`src/rtl/wishbone_pkg.sv`:
```
// Shared types and width constants for the Wishbone arbiter.
package wishbone_pkg;

   typedef enum logic [1:0] {
      ST_IDLE    = 2'd0,
      ST_GRANTED = 2'd1,
      ST_ABORT   = 2'd2
   } state_e;

   // Largest supported outstanding cap; the counter is sized once for it.
   localparam int MAX_OUTSTANDING_LIMIT = 15;
   localparam int OUTST_W = $clog2(MAX_OUTSTANDING_LIMIT + 1);

   // Bits needed to hold a count of 0..max_val.
   function automatic int cnt_w(input int max_val);
      if (max_val < 2) return 1;
      return $clog2(max_val + 1);
   endfunction

endpackage

```
`src/rtl/wishbone_arbiter_if.sv`:
```
// Bundle of the N master ports and the single slave port of the arbiter.
interface wishbone_arbiter_if #(
   parameter int ADDR_WIDTH  = 32,
   parameter int DATA_WIDTH  = 32,
   parameter int NUM_MASTERS = 4
);
   localparam int SEL_WIDTH = DATA_WIDTH / 8;

   logic [NUM_MASTERS-1:0][ADDR_WIDTH-1:0] m_adr;
   logic [NUM_MASTERS-1:0][DATA_WIDTH-1:0] m_dat_mosi;
   logic [NUM_MASTERS-1:0][SEL_WIDTH-1:0]  m_sel;
   logic [NUM_MASTERS-1:0]                 m_we;
   logic [NUM_MASTERS-1:0]                 m_stb;
   logic [NUM_MASTERS-1:0]                 m_cyc;
   logic [DATA_WIDTH-1:0]                  m_dat_miso;
   logic [NUM_MASTERS-1:0]                 m_stall;
   logic [NUM_MASTERS-1:0]                 m_ack;
   logic [NUM_MASTERS-1:0]                 m_err;
   logic [NUM_MASTERS-1:0]                 m_rty;

   logic [ADDR_WIDTH-1:0]                  s_adr;
   logic [DATA_WIDTH-1:0]                  s_dat_mosi;
   logic [SEL_WIDTH-1:0]                   s_sel;
   logic                                   s_we;
   logic                                   s_stb;
   logic                                   s_cyc;
   logic [DATA_WIDTH-1:0]                  s_dat_miso;
   logic                                   s_stall;
   logic                                   s_ack;
   logic                                   s_err;
   logic                                   s_rty;

   modport arb (
      input  m_adr, m_dat_mosi, m_sel, m_we, m_stb, m_cyc,
      output m_dat_miso, m_stall, m_ack, m_err, m_rty,
      output s_adr, s_dat_mosi, s_sel, s_we, s_stb, s_cyc,
      input  s_dat_miso, s_stall, s_ack, s_err, s_rty
   );

   modport master (
      output m_adr, m_dat_mosi, m_sel, m_we, m_stb, m_cyc,
      input  m_dat_miso, m_stall, m_ack, m_err, m_rty
   );

   modport slave (
      input  s_adr, s_dat_mosi, s_sel, s_we, s_stb, s_cyc,
      output s_dat_miso, s_stall, s_ack, s_err, s_rty
   );

endinterface

```
`src/rtl/wishbone_rr_picker.sv`:
```
// Round-robin selector: first requester at or after ptr, wrapping around.
module wishbone_rr_picker #(
   parameter  int NUM_MASTERS = 4,
   localparam int IDX_W       = $clog2(NUM_MASTERS)
) (
   input  logic [NUM_MASTERS-1:0] req,
   input  logic [IDX_W-1:0]       ptr,
   output logic [NUM_MASTERS-1:0] onehot,
   output logic [IDX_W-1:0]       idx
);

   // Scan from ptr upward and take the first active request.
   always_comb begin : pick
      int  j;
      logic found;
      j      = 0;
      found  = 1'b0;
      onehot = '0;
      idx    = '0;
      for (int k = 0; k < NUM_MASTERS; k++) begin
         j = int'(ptr) + k;
         if (j >= NUM_MASTERS) j = j - NUM_MASTERS;
         if (!found && req[j]) begin
            found     = 1'b1;
            onehot[j] = 1'b1;
            idx       = IDX_W'(j);
         end
      end
   end

endmodule

```
`src/rtl/wishbone_arbiter.sv`:
```
// N-to-1 pipelined Wishbone arbiter with outstanding cap and response timeout.
//
// state   | meaning
// IDLE    | no owner; pick a requester round-robin
// GRANTED | owner routed to slave, responses forwarded
// ABORT   | one dead cycle after a timeout, bus released
module wishbone_arbiter
   import wishbone_pkg::*;
#(
   parameter  int ADDR_WIDTH      = 32,
   parameter  int DATA_WIDTH      = 32,
   parameter  int NUM_MASTERS     = 4,
   parameter  int MAX_OUTSTANDING = 4,
   parameter  int TIMEOUT_CYCLES  = 255,
   localparam int IDX_W           = $clog2(NUM_MASTERS)
) (
   input  logic             clk,
   input  logic             rst,
   wishbone_arbiter_if.arb  bus,
   output logic [IDX_W-1:0] grant
);

   localparam logic [1:0]         IDLE     = ST_IDLE;
   localparam logic [1:0]         GRANTED  = ST_GRANTED;
   localparam logic [1:0]         ABORT    = ST_ABORT;
   localparam int                 TMR_W    = cnt_w(TIMEOUT_CYCLES);
   localparam logic [OUTST_W-1:0] OUT_MAX  = OUTST_W'(MAX_OUTSTANDING);
   localparam logic [TMR_W-1:0]   TMR_LAST = TMR_W'(TIMEOUT_CYCLES - 1);
   localparam logic [IDX_W-1:0]   LAST_IDX = IDX_W'(NUM_MASTERS - 1);

   logic [1:0]             state;
   logic [IDX_W-1:0]       ptr;
   logic [OUTST_W-1:0]     outst;
   logic [TMR_W-1:0]       timer;
   logic                   active;
   logic                   outst_full;
   logic                   resp_any;
   logic                   resp_fwd;
   logic                   timeout_hit;
   logic                   accept;
   logic [IDX_W-1:0]       ptr_after;
   logic [NUM_MASTERS-1:0] pick_onehot;
   logic [IDX_W-1:0]       pick_idx;

   wishbone_rr_picker #(.NUM_MASTERS(NUM_MASTERS)) u_picker (
      .req    (bus.m_cyc),
      .ptr    (ptr),
      .onehot (pick_onehot),
      .idx    (pick_idx)
   );

   // Ownership, response filtering and timeout detection for this cycle.
   always_comb begin
      active      = (state == GRANTED) && bus.m_cyc[grant];
      outst_full  = (outst == OUT_MAX);
      resp_any    = bus.s_ack | bus.s_err | bus.s_rty;
      resp_fwd    = active && (outst != '0) && resp_any;
      // A response in the expiry cycle takes priority over the timeout.
      timeout_hit = (TIMEOUT_CYCLES != 0) && active && (outst != '0) &&
                    !resp_any && (timer == TMR_LAST);
      ptr_after   = (grant == LAST_IDX) ? '0 : grant + 1'b1;
   end

   // Route the owner to the slave and the slave response back to the owner.
   always_comb begin
      bus.s_cyc      = active;
      bus.s_stb      = active && bus.m_stb[grant] && !outst_full;
      bus.s_adr      = active ? bus.m_adr[grant]      : {ADDR_WIDTH{1'b0}};
      bus.s_dat_mosi = active ? bus.m_dat_mosi[grant] : {DATA_WIDTH{1'b0}};
      bus.s_sel      = active ? bus.m_sel[grant]      : {(DATA_WIDTH/8){1'b0}};
      bus.s_we       = active && bus.m_we[grant];
      bus.m_dat_miso = bus.s_dat_miso;
      bus.m_stall    = '1;
      bus.m_ack      = '0;
      bus.m_err      = '0;
      bus.m_rty      = '0;
      if (active) begin
         bus.m_stall[grant] = bus.s_stall | outst_full;
         bus.m_ack[grant]   = resp_fwd & bus.s_ack;
         bus.m_err[grant]   = (resp_fwd & bus.s_err) | timeout_hit;
         bus.m_rty[grant]   = resp_fwd & bus.s_rty;
      end
   end

   assign accept = bus.s_stb && !bus.s_stall;

   // Arbitration state, outstanding count and response timer.
   always_ff @(posedge clk or negedge rst) begin
      if (!rst) begin
         state <= IDLE;
         ptr   <= '0;
         grant <= '0;
         outst <= '0;
         timer <= '0;
      end else begin
         case (state)
            IDLE: begin
               outst <= '0;
               timer <= '0;
               if (|pick_onehot) begin
                  grant <= pick_idx;
                  state <= GRANTED;
               end
            end
            GRANTED: begin
               if (!bus.m_cyc[grant]) begin
                  state <= IDLE;
                  ptr   <= ptr_after;
                  outst <= '0;
                  timer <= '0;
               end else if (timeout_hit) begin
                  state <= ABORT;
                  ptr   <= ptr_after;
                  outst <= '0;
                  timer <= '0;
               end else begin
                  case ({accept, resp_fwd})
                     2'b10:   outst <= outst + 1'b1;
                     2'b01:   outst <= outst - 1'b1;
                     default: outst <= outst;
                  endcase
                  if ((TIMEOUT_CYCLES != 0) && (outst != '0) && !resp_fwd)
                     timer <= timer + 1'b1;
                  else
                     timer <= '0;
               end
            end
            ABORT:   state <= IDLE;
            default: state <= IDLE;
         endcase
      end
   end

endmodule

```
`src/flat_wrapper.sv`:
```
// flat-port wrapper written by rule: the top's interface ports become plain ports
module wishbone_arbiter_flat import wishbone_pkg::*;
#(
   parameter  int ADDR_WIDTH      = 32,
   parameter  int DATA_WIDTH      = 32,
   parameter  int NUM_MASTERS     = 4,
   parameter  int MAX_OUTSTANDING = 4,
   parameter  int TIMEOUT_CYCLES  = 255,
   localparam int IDX_W           = $clog2(NUM_MASTERS)
)
  (clk, rst, grant, bus_m_adr, bus_m_dat_mosi, bus_m_sel, bus_m_we, bus_m_stb, bus_m_cyc, bus_m_dat_miso, bus_m_stall, bus_m_ack, bus_m_err, bus_m_rty, bus_s_adr, bus_s_dat_mosi, bus_s_sel, bus_s_we, bus_s_stb, bus_s_cyc, bus_s_dat_miso, bus_s_stall, bus_s_ack, bus_s_err, bus_s_rty);
  wishbone_arbiter_if #(.ADDR_WIDTH(ADDR_WIDTH), .DATA_WIDTH(DATA_WIDTH), .NUM_MASTERS(NUM_MASTERS)) bus_i ();
  input  logic clk;
  input  logic rst;
  output logic [IDX_W-1:0] grant;
  input wire logic [$bits(bus_i.m_adr)-1:0] bus_m_adr;
  input wire logic [$bits(bus_i.m_dat_mosi)-1:0] bus_m_dat_mosi;
  input wire logic [$bits(bus_i.m_sel)-1:0] bus_m_sel;
  input wire logic [$bits(bus_i.m_we)-1:0] bus_m_we;
  input wire logic [$bits(bus_i.m_stb)-1:0] bus_m_stb;
  input wire logic [$bits(bus_i.m_cyc)-1:0] bus_m_cyc;
  output wire logic [$bits(bus_i.m_dat_miso)-1:0] bus_m_dat_miso;
  output wire logic [$bits(bus_i.m_stall)-1:0] bus_m_stall;
  output wire logic [$bits(bus_i.m_ack)-1:0] bus_m_ack;
  output wire logic [$bits(bus_i.m_err)-1:0] bus_m_err;
  output wire logic [$bits(bus_i.m_rty)-1:0] bus_m_rty;
  output wire logic [$bits(bus_i.s_adr)-1:0] bus_s_adr;
  output wire logic [$bits(bus_i.s_dat_mosi)-1:0] bus_s_dat_mosi;
  output wire logic [$bits(bus_i.s_sel)-1:0] bus_s_sel;
  output wire logic [$bits(bus_i.s_we)-1:0] bus_s_we;
  output wire logic [$bits(bus_i.s_stb)-1:0] bus_s_stb;
  output wire logic [$bits(bus_i.s_cyc)-1:0] bus_s_cyc;
  input wire logic [$bits(bus_i.s_dat_miso)-1:0] bus_s_dat_miso;
  input wire logic [$bits(bus_i.s_stall)-1:0] bus_s_stall;
  input wire logic [$bits(bus_i.s_ack)-1:0] bus_s_ack;
  input wire logic [$bits(bus_i.s_err)-1:0] bus_s_err;
  input wire logic [$bits(bus_i.s_rty)-1:0] bus_s_rty;
  assign bus_i.m_adr = bus_m_adr;
  assign bus_i.m_dat_mosi = bus_m_dat_mosi;
  assign bus_i.m_sel = bus_m_sel;
  assign bus_i.m_we = bus_m_we;
  assign bus_i.m_stb = bus_m_stb;
  assign bus_i.m_cyc = bus_m_cyc;
  assign bus_m_dat_miso = bus_i.m_dat_miso;
  assign bus_m_stall = bus_i.m_stall;
  assign bus_m_ack = bus_i.m_ack;
  assign bus_m_err = bus_i.m_err;
  assign bus_m_rty = bus_i.m_rty;
  assign bus_s_adr = bus_i.s_adr;
  assign bus_s_dat_mosi = bus_i.s_dat_mosi;
  assign bus_s_sel = bus_i.s_sel;
  assign bus_s_we = bus_i.s_we;
  assign bus_s_stb = bus_i.s_stb;
  assign bus_s_cyc = bus_i.s_cyc;
  assign bus_i.s_dat_miso = bus_s_dat_miso;
  assign bus_i.s_stall = bus_s_stall;
  assign bus_i.s_ack = bus_s_ack;
  assign bus_i.s_err = bus_s_err;
  assign bus_i.s_rty = bus_s_rty;
  wishbone_arbiter #(.ADDR_WIDTH(ADDR_WIDTH), .DATA_WIDTH(DATA_WIDTH), .NUM_MASTERS(NUM_MASTERS), .MAX_OUTSTANDING(MAX_OUTSTANDING), .TIMEOUT_CYCLES(TIMEOUT_CYCLES)) u_core (.clk(clk), .rst(rst), .bus(bus_i), .grant(grant));
endmodule
```
`config.mk`:
```
export PLATFORM = sky130hd
export DESIGN_NAME = wishbone_arbiter_flat
export DESIGN_NICKNAME = d
export VERILOG_FILES = /design/src/rtl/wishbone_pkg.sv /design/src/rtl/wishbone_arbiter_if.sv /design/src/rtl/wishbone_rr_picker.sv /design/src/rtl/wishbone_arbiter.sv /design/src/flat_wrapper.sv
export SDC_FILE = /design/constraint.sdc
export NUM_CORES = 1
export LEC_CHECK = 0
export ABC_AREA = 1
export CAP_MARGIN = 25
export CORE_AREA = 2 2 171 173
export CTS_CLUSTER_DIAMETER = 50
export DETAILED_ROUTE_END_ITERATION = 8
export DIE_AREA = 0 0 173 175
export PLACE_DENSITY = 0.58
export SYNTH_ARGS = -nofsm -noshare
export SYNTH_HDL_FRONTEND = slang
export SYNTH_SLANG_ARGS = --single-unit
```
`constraint.sdc`:
```
create_clock -name clk -period 2.1 [get_ports clk]
set_input_delay 0.63 -clock clk [delete_from_list [all_inputs] [get_ports clk]]
set_output_delay 0.63 -clock clk [all_outputs]
set_load 0.02 [all_outputs]
```
==> impl_metrics.prom, run 1 <==
# TYPE chip_impl_metric gauge
chip_impl_metric{name="netSwitchingPower",unit="mW"} 6.87
chip_impl_metric{name="netlist_instances",unit=""} 793
chip_impl_metric{name="worst_ir_drop_vdd",unit="mV"} 0.569
chip_impl_metric{name="ant_nets",unit=""} 0
chip_impl_metric{name="io_buffer_count",unit=""} 378
chip_impl_info{name="worstSetupStartpointType",value="flip-flop"} 1
chip_impl_metric{name="detail_route.drc_violations",unit=""} 0
chip_impl_metric{name="placeableCoreArea",unit="sq um"} 28400
chip_impl_metric{name="reg2reg_setup_slack",unit="ns"} -0.46
chip_impl_metric{name="row_count",unit=""} 62
chip_impl_metric{name="finalSetupTns",unit="ns"} -34.53
chip_impl_info{name="synth_area_leader_cell",value="sky130_fd_sc_hd__nor2_1"} 1
chip_impl_metric{name="power_frac_seq",unit=""} 0.038
chip_impl_metric{name="post_route_cells_drive_above_1_share",unit=""} 0.350
chip_impl_metric{name="cp_max_fo",unit=""} 7
chip_impl_info{name="synth_most_common_cell",value="sky130_fd_sc_hd__nor2_1"} 1
chip_impl_metric{name="fp.dieArea",unit="sq um"} 30300
chip_impl_metric{name="holdBufCountCts",unit=""} 0
chip_impl_metric{name="maximum_number_of_pins_on_one_net_before_global_route_repair",unit=""} 37
chip_impl_metric{name="synth.ff_latch_count",unit=""} 18
chip_impl_metric{name="timing_limited_maximum_frequency",unit="GHz"} 0.387
chip_impl_metric{name="wl",unit="um"} 28700
chip_impl_metric{name="grt_use_total",unit=""} 0.170
chip_impl_info{name="rsz0062_at_grt",value="true"} 1
chip_impl_metric{name="clock_latency",unit="ns"} 0.25
chip_impl_metric{name="power.share.switching",unit=""} 0.512
chip_impl_metric{name="worst_clock_skew",unit="ns"} 0.00438
chip_impl_metric{name="syn-mean-instance-area",unit="sq um"} 5.27
chip_impl_info{name="critical_path_class",value="reg2out"} 1
chip_impl_metric{name="num-nets-final",unit=""} 1592
chip_impl_info{name="cts_root_buffer",value="sky130_fd_sc_hd__clkbuf_16"} 1
chip_impl_metric{name="hold-path-cell-count",unit=""} 2
chip_impl_metric{name="timing.final.max_slew_violations",unit=""} 0
chip_impl_metric{name="finalSetupViolCount",unit=""} 91
chip_impl_metric{name="share_of_the_clock_period_used_by_the_worst_path",unit=""} 1.23
chip_impl_metric{name="path_clk_slew",unit="ns"} 0.05
chip_impl_info{name="ys_dominant_reg_cell",value="sky130_fd_sc_hd__dfrtp_1"} 1
chip_impl_metric{name="min_period",unit="ns"} 2.59
chip_impl_metric{name="floorplan.initialDensity",unit=""} 0.147
chip_impl_info{name="timing.critical_path.to_type",value="output pin"} 1
chip_impl_metric{name="gpl.final_weighted_congestion",unit=""} 0.895
chip_impl_metric{name="multi_input_area",unit="sq um"} 4250
chip_impl_metric{name="finalNonFillerCells",unit=""} 1638
chip_impl_info{name="post_synth_main_area_contributors",value="sky130_fd_sc_hd__nor2_1 28%, sky130_fd_sc_hd__o21ai_0 18%, sky130_fd_sc_hd__dfrtp_1 11%, sky130_fd_sc_hd__a21oi_1 8.4%, sky130_fd_sc_hd__buf_4 5.9%"} 1
chip_impl_metric{name="grt_pass1_vias",unit=""} 6888
chip_impl_metric{name="num_vias",unit=""} 7044
chip_impl_metric{name="timing.critical_path.arrival",unit="ns"} 1.96
chip_impl_info{name="outcome",value="finished with violations"} 1
chip_impl_metric{name="die_y",unit="um"} 175
chip_impl_metric{name="final.setup.worst_slack",unit="ns"} -0.487
chip_impl_metric{name="reg2reg_depth",unit=""} 17
chip_impl_metric{name="part_of_the_power_in_combinational_logic",unit=""} 0.933
chip_impl_metric{name="cpPeakStageDelay",unit="ns"} 0.53
chip_impl_metric{name="fraction_of_synthesized_cell_area_taken_by_the_top_area_cell_type",unit=""} 0.279
chip_impl_metric{name="max_slew.worst_pin.slew",unit="ns"} 0.558
chip_impl_info{name="timing.critical_path.mode_cell",value="sky130_fd_sc_hd__buf_12"} 1
chip_impl_metric{name="synth-edff-count",unit=""} 0
chip_impl_info{name="worstPathCellList",value="buf_12 > nand2_4 > nand3_4 > nand2_8 > nand2_8 > buf_12 > buf_16 > buf_12 > a21oi_4 > buf_6"} 1
chip_impl_metric{name="max-cap-violations",unit=""} 0
chip_impl_metric{name="drtPass1Iterations",unit=""} 5
chip_impl_metric{name="post-route-util",unit=""} 0.392
chip_impl_metric{name="power.share.clock",unit=""} 0.029
chip_impl_metric{name="power_report.internal_total",unit="mW"} 6.53
chip_impl_metric{name="finalHoldWorstSlack",unit="ns"} 0.542
chip_impl_metric{name="drt_iter0_markers",unit=""} 265
chip_impl_metric{name="vias_per_cell",unit=""} 4.30
chip_impl_metric{name="max_slew_margin",unit=""} 0.624
chip_impl_metric{name="grt_remaining_overflow",unit=""} 0
chip_impl_metric{name="synthesized_net_count",unit=""} 1131
chip_impl_metric{name="powerDensity",unit="nW/um^2"} 1210
chip_impl_metric{name="antenna_found_initial",unit=""} 1
chip_impl_metric{name="clk_path_buf_depth",unit=""} 2
chip_impl_info{name="ys_top_cells_by_count",value="311 x sky130_fd_sc_hd__nor2_1, 150 x sky130_fd_sc_hd__o21ai_0, 70 x sky130_fd_sc_hd__a21oi_1, 54 x sky130_fd_sc_hd__nand2_1, 33 x sky130_fd_sc_hd__buf_4"} 1
chip_impl_metric{name="p_leak",unit="nW"} 4.50
chip_impl_metric{name="numCtsBuffers",unit=""} 3
chip_impl_metric{name="worst-endpoint-required",unit="ns"} 1.47
chip_impl_metric{name="grt_first_pass_wirelength",unit="um"} 40400
chip_impl_info{name="hold_path.class",value="reg2reg"} 1
chip_impl_metric{name="area.growth.synth_to_final",unit="%"} 166
chip_impl_info{name="crit_slowest_cell",value="sky130_fd_sc_hd__dfrtp_4"} 1
chip_impl_info{name="cts_tree",value="done"} 1
chip_impl_metric{name="async_flop_share",unit=""} 1.00
chip_impl_metric{name="dp.cells",unit=""} 1584
chip_impl_metric{name="synthDistinctLibCells",unit=""} 38
chip_impl_metric{name="top_level_ports",unit=""} 443
chip_impl_metric{name="die_width",unit="um"} 173
chip_impl_metric{name="synth_area",unit="sq um"} 4180
chip_impl_metric{name="clock_tree.htree_level_count",unit=""} 1
chip_impl_metric{name="synth-seq-area-share",unit=""} 0.108
chip_impl_metric{name="regArea",unit="sq um"} 458
chip_impl_metric{name="yosysWarningCount",unit=""} 0
chip_impl_metric{name="routed_wire_length_per_instance",unit="um"} 17.5
chip_impl_info{name="failing_checks",value="setup timing"} 1
chip_impl_metric{name="finalHoldViolations",unit=""} 0
chip_impl_metric{name="p_total",unit="mW"} 13.4
chip_impl_metric{name="clock_sinks",unit=""} 18
chip_impl_metric{name="nFillCells",unit=""} 2925
chip_impl_metric{name="detailed_place_hpwl",unit="um"} 21100
## logic make-up after synthesis
kind of cell	Yosys count	share of synthesized area
compound gates	228	0.281
flops	18	0.108
xor+xnor	8	0.0168
fa+ha+maj	16	0.0479
buf+inv	115	0.144
simple gates	408	0.403
## cells in the final DEF (no fill, tap or decap), types with 16 or more instances in the layout
master	netlist	routed
sky130_fd_sc_hd__a21oi_2	2	21
sky130_fd_sc_hd__a21oi_4	1	51
sky130_fd_sc_hd__buf_12	0	24
sky130_fd_sc_hd__buf_4	33	125
sky130_fd_sc_hd__buf_6	2	84
sky130_fd_sc_hd__clkdlybuf4s50_1	0	278
sky130_fd_sc_hd__dfrtp_1	18	16
sky130_fd_sc_hd__inv_1	22	17
sky130_fd_sc_hd__nand2_1	54	41
sky130_fd_sc_hd__nor2_1	311	274
sky130_fd_sc_hd__nor2_2	1	21
sky130_fd_sc_hd__nor2_4	1	18
sky130_fd_sc_hd__o21ai_0	150	101
sky130_fd_sc_hd__o21ai_1	1	30
sky130_fd_sc_hd__o21ai_2	0	19
## critical path, delay by kind of cell, from the launching register on
family          cells  cell delay [ns]
compound gates      1             0.10
buf+inv             5             0.72
flops               1             0.53
simple gates        4             0.35
## final timing paths
check                                       startpoint                          end
max                        u_core.grant[0]$_DFFE_PN0P_                bus_s_adr[29]
min                        u_core.outst[2]$_DFFE_PN0P_  u_core.outst[2]$_DFFE_PN0P_
max reg2reg                u_core.grant[0]$_DFFE_PN0P_  u_core.outst[3]$_DFFE_PN0P_
min reg2reg                u_core.outst[2]$_DFFE_PN0P_  u_core.outst[2]$_DFFE_PN0P_
max in group asynchronous                          rst  u_core.grant[1]$_DFFE_PN0P_
min in group asynchronous                          rst  u_core.timer[2]$_DFFE_PN0P_
## power groups by stage
stage	combinational, mW	clock, mW	sequential [mW]
floorplan	5.26	0	0.514
global placement	9.40	0	0.513
detailed placement	9.42	0	0.512
CTS	11.6	0.402	0.512
global route	13.4	0.416	0.527
finish	12.5	0.385	0.514
## metrics by stage
stage	worst slack (ns)	area, sq um
6_report	-0.487	11100
5_1_grt	-0.556	11100
4_1_cts	-0.548	10500
3_5_place_dp	-1.20	9540
3_3_place_gp	-1.18	9540
2_1_floorplan	-0.175	4750
## sequential cells by signal, summed over array words and instances (netlist names)
| register | flops |
|---|---|
| u_core.grant | 2 |
| u_core.state | 2 |
| u_core.outst | 4 |
| u_core.ptr | 2 |
| u_core.timer | 8 |
## what timing repair did
action,4_1_cts,5_1_grt
buffers inserted,27,8
resized for setup,596,146
setup endpoints to repair,105,100
pin swaps,23,28
gates cloned,12,9
## final cells by class
type | count | share of cell area
inverters | 28 | 0.0104
diodes | 1 | 0.000225
clock buffers | 4 | 0.00709
flip-flops and latches | 18 | 0.0412
repair buffers | 542 | 0.515
multi-input cells | 661 | 0.383
well taps | 384 | 0.0432
## per-layer routing
| layer | GRT usage | vias to the layer above | wire [um] |
|---|---|---|---|
| met1 | 0.199 | 3229 | 11500 |
| met5 | 0 | - | 0 |
| met4 | 0.0410 | 0 | 572 |
| met2 | 0.312 | 297 | 14600 |
| met3 | 0.0400 | 26 | 2030 |
| li1 | - | 3492 | - |
Note: power is estimated with default switching activity, not from simulation.
==> inputs of run 2 (changes only) <==
--- a/config.mk
+++ b/config.mk
@@ -8,10 +8,11 @@
 export ABC_AREA = 1
 export CAP_MARGIN = 25
 export CORE_AREA = 2 2 171 173
+export CTS_BUF_LIST = sky130_fd_sc_hd__clkbuf_2 sky130_fd_sc_hd__clkbuf_4 sky130_fd_sc_hd__clkbuf_8
 export CTS_CLUSTER_DIAMETER = 50
 export DETAILED_ROUTE_END_ITERATION = 8
 export DIE_AREA = 0 0 173 175
-export PLACE_DENSITY = 0.58
+export PLACE_DENSITY_LB_ADDON = 0.12
 export SYNTH_ARGS = -nofsm -noshare
 export SYNTH_HDL_FRONTEND = slang
 export SYNTH_SLANG_ARGS = --single-unit
==> run 2 against run 1 <==
First-iteration DRC count shrank 12%. Worst setup slack lost 0.038 ns. Global-route usage grew 0.97 points. Register-to-register slack gained 0.03 ns. Critical endpoint is now bus_s_sel[2]. Flip-flop and latch count is the same. Final cell count shrank 1.7%. The run still ends with setup timing left. Design area shrank 4.9%. Combinational power shrank 10%. Sequential power is essentially flat.
==> impl_metrics.prom, run 2 (synthesized netlist as in run 1, its figures left out) <==
# TYPE chip_impl_metric gauge
chip_impl_metric{name="detail_route.drc_violations",unit=""} 0
chip_impl_info{name="failing_checks",value="setup timing"} 1
chip_impl_metric{name="holdBufCountCts",unit=""} 0
chip_impl_metric{name="gr-usage-met2",unit=""} 0.336
chip_impl_metric{name="antenna_found_initial",unit=""} 1
chip_impl_metric{name="critical_path_buf_inv_count",unit=""} 5
chip_impl_metric{name="worst_clock_skew",unit="ns"} 0.00410
chip_impl_metric{name="worst_ir_drop_vdd",unit="mV"} 0.462
chip_impl_metric{name="grt_remaining_overflow",unit=""} 0
chip_impl_metric{name="timing_limited_maximum_frequency",unit="GHz"} 0.381
chip_impl_metric{name="cell_area_reported_after_detailed_placement",unit="sq um"} 9390
chip_impl_metric{name="largest_register_ffs",unit=""} 8
chip_impl_metric{name="grt_pass1_vias",unit=""} 6866
chip_impl_metric{name="grt_first_pass_wirelength",unit="um"} 42100
chip_impl_info{name="crit_slowest_cell",value="sky130_fd_sc_hd__dfrtp_4"} 1
chip_impl_info{name="cts_tree",value="done"} 1
chip_impl_metric{name="path_clk_slew",unit="ns"} 0.07
chip_impl_metric{name="finalHoldViolations",unit=""} 0
chip_impl_metric{name="timing.critical_path.arrival",unit="ns"} 1.99
chip_impl_metric{name="grt_util_met1",unit=""} 0.207
chip_impl_info{name="critical_path_class",value="reg2out"} 1
chip_impl_metric{name="final.setup.worst_slack",unit="ns"} -0.525
chip_impl_info{name="grt.busiest_layer",value="met2"} 1
chip_impl_metric{name="worst-endpoint-required",unit="ns"} 1.47
chip_impl_metric{name="drt_iter0_markers",unit=""} 233
chip_impl_metric{name="placeableCoreArea",unit="sq um"} 28400
chip_impl_info{name="path_delay_family",value="buffers and inverters"} 1
chip_impl_metric{name="die_y",unit="um"} 175
chip_impl_metric{name="grt_util_met3",unit=""} 0.0374
chip_impl_info{name="layout_common_cells",value="295 x sky130_fd_sc_hd__nor2_1, 283 x sky130_fd_sc_hd__clkdlybuf4s50_1, 134 x sky130_fd_sc_hd__o21ai_0, 103 x sky130_fd_sc_hd__buf_4, 88 x sky130_fd_sc_hd__buf_6"} 1
chip_impl_metric{name="p_leak",unit="nW"} 4.22
chip_impl_metric{name="max_slew_margin",unit=""} 0.672
chip_impl_metric{name="post_route_cells_drive_above_1_share",unit=""} 0.304
chip_impl_metric{name="fp.dieArea",unit="sq um"} 30300
chip_impl_metric{name="clock_sinks",unit=""} 18
chip_impl_metric{name="max-cap-violations",unit=""} 0
chip_impl_metric{name="powerDensity",unit="nW/um^2"} 1130
chip_impl_metric{name="die_width",unit="um"} 173
chip_impl_metric{name="routed_wire_length_per_instance",unit="um"} 17.9
chip_impl_metric{name="num_vias",unit=""} 6722
chip_impl_metric{name="placement.setup.worst_slack",unit="ns"} -1.22
chip_impl_metric{name="floorplan.initialDensity",unit=""} 0.147
chip_impl_info{name="rsz0062_at_grt",value="true"} 1
chip_impl_info{name="timing.critical_path.to_type",value="output pin"} 1
chip_impl_info{name="worstPathCellList",value="inv_4 > buf_6 > nand2_4 > nand2_2 > nand2_2 > nand2_4 > nand2_8 > buf_12 > buf_16 > a21oi_4 > buf_6"} 1
chip_impl_metric{name="share_of_the_clock_period_used_by_the_worst_path",unit=""} 1.25
chip_impl_metric{name="wl",unit="um"} 28900
chip_impl_metric{name="clock_tree.htree_level_count",unit=""} 1
chip_impl_info{name="worstSetupStartpointType",value="flip-flop"} 1
chip_impl_metric{name="top_level_ports",unit=""} 443
chip_impl_metric{name="maximum_number_of_pins_on_one_net_before_global_route_repair",unit=""} 35
chip_impl_metric{name="clock_latency",unit="ns"} 0.26
chip_impl_metric{name="reg2reg_setup_slack",unit="ns"} -0.43
chip_impl_metric{name="gpl.final_weighted_congestion",unit=""} 0.892
chip_impl_info{name="cts_root_buffer",value="sky130_fd_sc_hd__clkbuf_8"} 1
chip_impl_metric{name="area.growth.synth_to_final",unit="%"} 153
chip_impl_metric{name="clk_path_buf_depth",unit=""} 2
chip_impl_metric{name="num-nets-final",unit=""} 1563
chip_impl_metric{name="finalSetupViolCount",unit=""} 104
chip_impl_metric{name="numCtsBuffers",unit=""} 3
chip_impl_metric{name="drtPass1Iterations",unit=""} 4
chip_impl_metric{name="vias_per_cell",unit=""} 4.18
chip_impl_metric{name="grt_use_total",unit=""} 0.180
chip_impl_info{name="regMostFlops",value="u_core.timer"} 1
chip_impl_metric{name="fin_area",unit="sq um"} 10600
chip_impl_metric{name="nFillCells",unit=""} 3015
chip_impl_metric{name="min_period",unit="ns"} 2.62
chip_impl_metric{name="ant_nets",unit=""} 0
chip_impl_metric{name="row_count",unit=""} 62
chip_impl_metric{name="finalNonFillerCells",unit=""} 1610
chip_impl_metric{name="max_slew.worst_pin.slew",unit="ns"} 0.487
chip_impl_metric{name="io_buffer_count",unit=""} 378
chip_impl_info{name="outcome",value="finished with violations"} 1
chip_impl_metric{name="cp_max_fo",unit=""} 6
chip_impl_info{name="layout_commonest_cell",value="sky130_fd_sc_hd__nor2_1"} 1
chip_impl_metric{name="detailed_place_hpwl",unit="um"} 22800
chip_impl_metric{name="dp.cells",unit=""} 1565
chip_impl_metric{name="timing.final.max_slew_violations",unit=""} 0
chip_impl_info{name="hold_path.class",value="reg2reg"} 1
chip_impl_metric{name="cpPeakStageDelay",unit="ns"} 0.52
chip_impl_info{name="biggestRegsByFlops",value="u_core.timer x8, u_core.outst x4"} 1
[run 2: cell types whose count changed in the layout (fill, tap and decap cells not counted), sizes merged]
cell | before | now
dlymetal6s2s | 1 | 0
diode | 1 | 2
buf | 244 | 221
clkdlybuf4s50 | 278 | 283
clkdlybuf4s15 | 3 | 0
clkbuf | 12 | 5
[run 2: worst register-to-register path, delay by kind of cell, from the launching register on]
family	cells	cell delay, ns
buffers and inverters	9	1.04
and+or+nand+nor	11	0.91
DFF	1	0.52
[run 2: final timing paths]
path                                                   from                          end  cells past startpoint
worst max-delay path            u_core.grant[0]$_DFFE_PN0P_                 bus_s_sel[2]                     11
worst min-delay path            u_core.outst[0]$_DFFE_PN0P_  u_core.outst[0]$_DFFE_PN0P_                      3
worst max register to register  u_core.grant[0]$_DFFE_PN0P_  u_core.outst[3]$_DFFE_PN0P_                     20
worst min register to register  u_core.outst[0]$_DFFE_PN0P_  u_core.outst[0]$_DFFE_PN0P_                      3
max in group asynchronous                               rst  u_core.grant[1]$_DFFE_PN0P_                      2
min in group asynchronous                               rst  u_core.timer[7]$_DFFE_PN0P_                      2
[run 2: report_power, final]
group          total [mW]  internal (mW)  switching, mW
Combinational        11.2           5.00           6.16
Sequential          0.513          0.420         0.0932
Clock               0.295          0.167          0.128
[run 2: routing by layer]
layer	up-vias	share of wire	wire length [um]
met5	-	0	0
met4	0	0.022	643
met3	38	0.061	1770
met2	262	0.52	15000
met1	3003	0.40	11500
li1	3419	-	-
[run 2: through the flow]
step	hold slack, ns	total power [mW]	setup TNS (ns)	util
final	0.558	12.0	-40.55	0.373
after global routing	0.586	12.9	-51.65	0.372
after floorplan	0.334	5.78	-5.49	-
after CTS	0.557	11.5	-38.42	0.357
after global placement	0.542	9.79	-99.89	0.331
after detailed placement	0.543	9.75	-99.75	0.331
[run 2: repair_timing]
action,in CTS,in global routing
resized for setup,525,91
endpoints found under the setup margin,105,104
setup buffers,25,12
pin swaps,21,16
cloned,7,1
[run 2: layout make-up]
class | count | area [sq um] | area share
Timing Repair Buffer | 513 | 5310 | 0.502
Multi-Input combinational cell | 661 | 4160 | 0.393
Clock buffer | 4 | 55.1 | 0.00520
Inverter | 28 | 113 | 0.0106
Antenna cell | 2 | 5.00 | 0.000473
Sequential cell | 18 | 459 | 0.0434
Tap cell | 384 | 480 | 0.0454
==> inputs of run 3 (changes only) <==
--- a/config.mk
+++ b/config.mk
@@ -13,6 +13,7 @@
 export DETAILED_ROUTE_END_ITERATION = 8
 export DIE_AREA = 0 0 173 175
 export PLACE_DENSITY_LB_ADDON = 0.12
+export SLEW_MARGIN = 20
 export SYNTH_ARGS = -nofsm -noshare
 export SYNTH_HDL_FRONTEND = slang
 export SYNTH_SLANG_ARGS = --single-unit
==> results of run 3 <==
Same layout as run 2: the final DEF is identical, and so are final timing and power.
